### src/rtl/video_scan_counter_pkg.sv
// Shared timing constants and helpers for the character-rate video scan counter.
// H is {HPE, H5..H0}; V is {V5..V0, VC, VB, VA}.
package video_scan_counter_pkg;

  localparam logic [6:0] H_PRESET    = 7'h40;
  localparam logic [6:0] H_LAST      = 7'h7F;
  localparam logic [6:0] H_VIS       = 7'h58;
  localparam logic [6:0] HSYNC_START = 7'h49;
  localparam logic [6:0] HSYNC_END   = 7'h4C;

  localparam logic [8:0] V_START_NTSC = 9'h0FA;
  localparam logic [8:0] V_START_PAL  = 9'h0C8;
  localparam logic [8:0] V_LAST       = 9'h1FF;
  localparam logic [8:0] VBL_END      = 9'h100;
  localparam logic [8:0] VBL_START    = 9'h1C0;
  localparam logic [8:0] VSYNC_START  = 9'h1E0;
  localparam logic [8:0] VSYNC_END    = 9'h1E3;

  function automatic logic [8:0] v_start(input logic pal);
    return pal ? V_START_PAL : V_START_NTSC;
  endfunction

endpackage

### src/rtl/video_scan_counter_cnt4_sync.sv
// 4-bit synchronous counter with parallel load, EP/ET enables and ripple-free TC.
// The asynchronous clear forces a per-instance value so frame counters can reset to their start line.
module cnt4_sync #(
  parameter logic [3:0] ClrVal = 4'h0
) (
  input  logic       clk,
  input  logic       clr,
  input  logic       load,
  input  logic       ep,
  input  logic       et,
  input  logic [3:0] d,
  output logic [3:0] q,
  output logic       tc
);

  always_ff @(posedge clk or posedge clr) begin
    if (clr) begin
      q <= ClrVal;
    end else if (load) begin
      q <= d;
    end else if (ep && et) begin
      q <= q + 4'd1;
    end
  end

  assign tc = et && (q == 4'hF);

endmodule

### src/rtl/video_scan_counter.sv
// Horizontal/vertical scan counter built from cascaded cnt4_sync stages,
// with registered blank/sync decodes aligned to the counter values.
module video_scan_counter
  import video_scan_counter_pkg::*;
#(
  parameter bit PAL = 1'b0
) (
  input  logic       CLK,
  input  logic       CLR,
  input  logic       CE,
  output logic [6:0] H,
  output logic [8:0] V,
  output logic       HBL,
  output logic       VBL,
  output logic       HSYNC,
  output logic       VSYNC,
  output logic       HTC,
  output logic       VTC
);

  localparam logic [8:0] VS = v_start(PAL);

  logic [3:0] hl_q, hh_q, vl_q, vm_q, vh_q;
  logic       hl_tc, hh_tc, vl_tc, vm_tc, vh_tc;
  logic       h_load, v_load;
  logic [6:0] h_load_val, h_next;
  logic [8:0] v_next;

  assign H = {hh_q[2:0], hl_q};
  assign V = {vh_q[0], vm_q, vl_q};

  assign HTC = CE && (H == H_LAST);
  assign VTC = HTC && (V == V_LAST);

  // Any value outside the 0x40..0x7F run (including the unused top bit) re-enters at the preset.
  assign h_load     = CE && (!hh_q[2] || hh_q[3] || (H == H_LAST));
  assign h_load_val = ((H == H_LAST) && !hh_q[3]) ? 7'h00 : H_PRESET;
  assign v_load     = HTC && ((V == V_LAST) || (V < VS) || (|vh_q[3:1]));

  cnt4_sync #(.ClrVal(4'h0)) u_h_lo (
    .clk(CLK), .clr(CLR), .load(h_load), .ep(CE), .et(1'b1),
    .d(h_load_val[3:0]), .q(hl_q), .tc(hl_tc)
  );

  cnt4_sync #(.ClrVal(4'h0)) u_h_hi (
    .clk(CLK), .clr(CLR), .load(h_load), .ep(CE), .et(hl_tc),
    .d({1'b0, h_load_val[6:4]}), .q(hh_q), .tc(hh_tc)
  );

  cnt4_sync #(.ClrVal(VS[3:0])) u_v_lo (
    .clk(CLK), .clr(CLR), .load(v_load), .ep(HTC), .et(1'b1),
    .d(VS[3:0]), .q(vl_q), .tc(vl_tc)
  );

  cnt4_sync #(.ClrVal(VS[7:4])) u_v_mid (
    .clk(CLK), .clr(CLR), .load(v_load), .ep(HTC), .et(vl_tc),
    .d(VS[7:4]), .q(vm_q), .tc(vm_tc)
  );

  cnt4_sync #(.ClrVal({3'b000, VS[8]})) u_v_hi (
    .clk(CLK), .clr(CLR), .load(v_load), .ep(HTC), .et(vm_tc),
    .d({3'b000, VS[8]}), .q(vh_q), .tc(vh_tc)
  );

  // Decodes are taken from the next counter value so they settle on the same edge as H/V.
  always_comb begin
    h_next = H;
    if (h_load) begin
      h_next = h_load_val;
    end else if (CE) begin
      h_next = H + 7'd1;
    end
    v_next = V;
    if (v_load) begin
      v_next = VS;
    end else if (HTC) begin
      v_next = V + 9'd1;
    end
  end

  always_ff @(posedge CLK or posedge CLR) begin
    if (CLR) begin
      HBL   <= 1'b1;
      VBL   <= 1'b1;
      HSYNC <= 1'b0;
      VSYNC <= 1'b0;
    end else begin
      HBL   <= h_next < H_VIS;
      VBL   <= (v_next < VBL_END) || (v_next >= VBL_START);
      HSYNC <= (h_next >= HSYNC_START) && (h_next <= HSYNC_END);
      VSYNC <= (v_next >= VSYNC_START) && (v_next <= VSYNC_END);
    end
  end

  logic unused_tc;
  assign unused_tc = hh_tc ^ vh_tc;

endmodule
### config.mk
export PLATFORM = sky130hd
export DESIGN_NAME = video_scan_counter
export DESIGN_NICKNAME = d
export VERILOG_FILES = /design/src/rtl/video_scan_counter_pkg.sv /design/src/rtl/video_scan_counter_cnt4_sync.sv /design/src/rtl/video_scan_counter.sv
export SDC_FILE = /design/constraint.sdc
export NUM_CORES = 1
export LEC_CHECK = 0
export CORE_MARGIN = 3
export CORE_UTILIZATION = 45
export CTS_CLUSTER_SIZE = 30
export DETAILED_ROUTE_END_ITERATION = 16
export PLACE_DENSITY = 0.77
export SETUP_SLACK_MARGIN = 0.05
export SYNTH_ARGS = -nofsm -noshare
export SYNTH_HDL_FRONTEND = slang
export SYNTH_SLANG_ARGS = --single-unit
### constraint.sdc
create_clock -name CLK -period 3.8 [get_ports CLK]
set_input_delay 0.57 -clock CLK [delete_from_list [all_inputs] [get_ports CLK]]
set_output_delay 0.57 -clock CLK [all_outputs]
set_load 0.01 [all_outputs]
==> results.py <==
metrics = {
    "status": {
        "outcome": "finished clean",
    },
    "sta": {
        "period_share_pct": 77.7,
        "relSlewSlack_pct": 39.8,
        "hold_slack_ns": 0.537,
        "timing.fmax_mhz": 339,
        "rsz0062_at_grt": "no",
        "fin_setup_tns_ns": 0,
        "hold_violations": 0,
        "tightest_slew_ns": 0.902,
        "finalWorstSetupSlack_ns": 0.846,
        "slew_violations": 0,
        "period_needed_ns": 2.95,
        "setup_viol": 0,
        "worst_clock_skew_ns": 0.00351,
    },
    "finish": {
        "fillerInstances": 283,
        "nets": 193,
        "final_area_um2": 1870,
        "area.sequential_um2": 611,
        "diodes": 0,
        "multiInputGateArea_um2": 880,
        "syn_to_final_growth_pct": 16.8,
        "drive_above_1_share_pct": 17.0,
    },
    "logic_synthesis": {
        "syn_area_um2": 1600,
        "syn_area_per_cell_um2": 9.77,
        "synthArstFlopShare_pct": 100,
        "synth.top_cell.area_share_pct": 25.0,
        "synth_top_flop_cell": "dfrtp_1",
        "syn_inst": 164,
        "synth_cell_types": 56,
        "synth_area_leaders": "dfrtp_1 25%, dfstp_2 13%, ha_1 5.5%, nand2_1 4.0%, a21oi_1 3.8%",
        "yosys.area.top_type": "dfrtp_1",
        "synth_edf_count": 0,
        "ys_seq_elements": 24,
        "yosysWarnings": 0,
        "ys_seq_area_share_pct": 38.1,
        "syn_nets": 174,
    },
    "worst_setup_path": {
        "worstPathArrival_ns": 2.38,
        "critical_path.most_common_cell": "ha_1",
        "endpoint_kind": "primary output",
        "cpPeakStageDelay_ns": 0.67,
        "slowest_stage": "dfstp_2",
        "crit_path_start_kind": "register",
        "critical_path.top_delay_family": "flip-flops",
        "crit_chain": "ha_1 -> nand4_2 -> nor2_1 -> ha_1 -> and3_1 -> clkdlybuf4s50_1",
        "cp.required_ns": 3.23,
        "critPathBufInv": 1,
        "crit_fanout": 10,
        "worst-setup-path-type": "reg -> out",
    },
    "clocking": {
        "numCtsBuffers": 3,
        "cts_max_level": 1,
        "post-cts-setup-buffers": 0,
        "clock_latency_ns": 0.32,
        "clk_pin_slew_ns": 0.13,
        "clockRootBuffer": "clkbuf_4",
        "cts_hold_buf": 0,
        "cts_buffer_depth": 2,
        "numClockSinks": 24,
        "ctsResizeCount": 0,
        "cts_tree": "built",
    },
    "global_routing": {
        "grtUsageTotal_pct": 16.6,
        "grt_pass1_vias": 1266,
        "grt_start_max_net_pins": 25,
        "overflow": 0,
        "antenna_found_initial": 0,
        "grt_pass1_wl_um": 5740,
    },
    "die": {
        "start_util_pct": 47.2,
        "die_h_um": 65.7,
        "ios": 25,
        "rows": 21,
        "die-width_um": 65.7,
        "dieArea_um2": 4310,
        "core_area_um2": 3390,
    },
    "drt": {
        "wire_per_inst_um": 13.8,
        "drc_errors": 0,
        "wl_um": 3160,
        "num_vias": 1256,
        "first_pass_iters": 4,
        "drtIter0Drc": 124,
        "viasPerCell": 5.51,
        "ant_nets": 0,
    },
    "power": {
        "p_total_mw": 1.09,
        "cellLeakagePower_nw": 0.761,
        "vdd_ir_drop_max_v": 0.000173,
        "p_per_area_nw_per_um2": 584,
    },
    "place": {
        "dp_hpwl_um": 2380,
        "gp_congestion": 0.864,
        "placed_area_um2": 1830,
        "io_buffers": 24,
        "dp_slack_ns": 1.02,
    },
    "job": {
        "cap_violations": 0,
    },
    "min_path": {
        "hp-class": "reg -> reg",
    },
}
worst register-to-register path: stages (launching register included):
cell and delay (ns):
dfrtp_1 0.46, ha_1 0.21, ha_1 0.40, nand4_4 0.21, nor4_4 0.40, mux2i_1 0.24, nor2_1 0.05
final timing paths:
kind,startpoint,endpoint,slack [ns],cells past startpoint
min reg2reg,u_v_hi.q[3],u_v_hi.q[3],0.54,2
max reg2reg,u_h_hi.q[0],u_v_hi.q[1],1.73,6
max in group asynchronous,CLR,u_v_lo.q[0],2.53,2
max,u_v_mid.q[0],VTC,0.85,6
min,u_v_hi.q[3],u_v_hi.q[3],0.54,2
min in group asynchronous,CLR,u_h_hi.q[1],0.72,2
area by class of cell:
cell class,count,area share (%)
well taps,46,3.08
repair buffers,25,13.2
multi-input cells,122,47.0
clock buffers,4,1.94
flip-flops and latches,24,32.6
inverters,7,2.07
logic make-up after synthesis:
| kind of cell | share of synthesized area (%) |
|---|---|
| compound gates | 16.3 |
| xor+xnor | 3.83 |
| fa+ha+maj | 5.47 |
| buf+inv | 6.95 |
| flops | 38.1 |
| mux | 2.58 |
| simple gates | 26.7 |
metrics by stage:
step / instances / utilization [%]
5_1_grt: 228 / 55.2
3_3_place_gp: 224 / 54.1
4_1_cts: 228 / 55.2
6_report: 228 / 55.2
2_1_floorplan: 164 / -
3_5_place_dp: 224 / 54.1
state kept, by name, summed over array words and instances, names as in the netlist, 4 cells and up:
| register | count |
|---|---|
| u_v_mid.q | 4 |
| u_v_hi.q | 4 |
| u_h_lo.q | 4 |
| u_v_lo.q | 4 |
| u_h_hi.q | 4 |
layer usage:
| layer | vias to the layer above | routed length, µm | track usage (%) |
|---|---|---|---|
| li1 | 620 | - | - |
| met1 | 596 | 1440 | 22.0 |
| met2 | 34 | 1560 | 27.2 |
| met3 | 6 | 98 | 2.05 |
| met4 | 0 | 62 | 6.74 |
| met5 | - | 0 | 0 |
where the power goes:
group	switching [mW]	leakage, nW	internal (mW)	total [mW]
clock network	0.0791	0.0210	0.0586	0.138
registers	0.117	0.289	0.346	0.463
logic	0.232	0.452	0.261	0.493
total	0.428	0.761	0.665	1.09
placed cells by master, fill, tap and decap left out, types with 4 or more instances in the layout:
master           count
clkdlybuf4s50_1     24
nand2_1             17
dfrtp_1             16
nor2_1              12
a21oi_1             12
dfstp_2              8
ha_1                 7
xnor2_1              6
inv_1                6
and4_1               4
nand3_1              4
nand2b_1             4
o22ai_1              4
synth_stat cells, types with 2 or more instances:
| cell type | number |
|---|---|
| a41oi_1 | 2 |
| ha_1 | 7 |
| nand4_1 | 2 |
| mux2i_1 | 3 |
| xnor2_1 | 6 |
| nor3_2 | 2 |
| nor3_1 | 3 |
| nor2_1 | 12 |
| dfrtp_1 | 16 |
| buf_4 | 5 |
| nand2b_1 | 4 |
| o22ai_1 | 4 |
| dfstp_2 | 8 |
| nor2b_1 | 2 |
| nand3_1 | 4 |
| a21oi_1 | 12 |
| buf_2 | 4 |
| inv_1 | 6 |
| nand2_1 | 17 |
| and3_1 | 2 |
| o21a_1 | 2 |
| a31oi_1 | 2 |
| and4_1 | 4 |
| o21ai_0 | 3 |
Note: power is estimated with default switching activity, not from simulation.
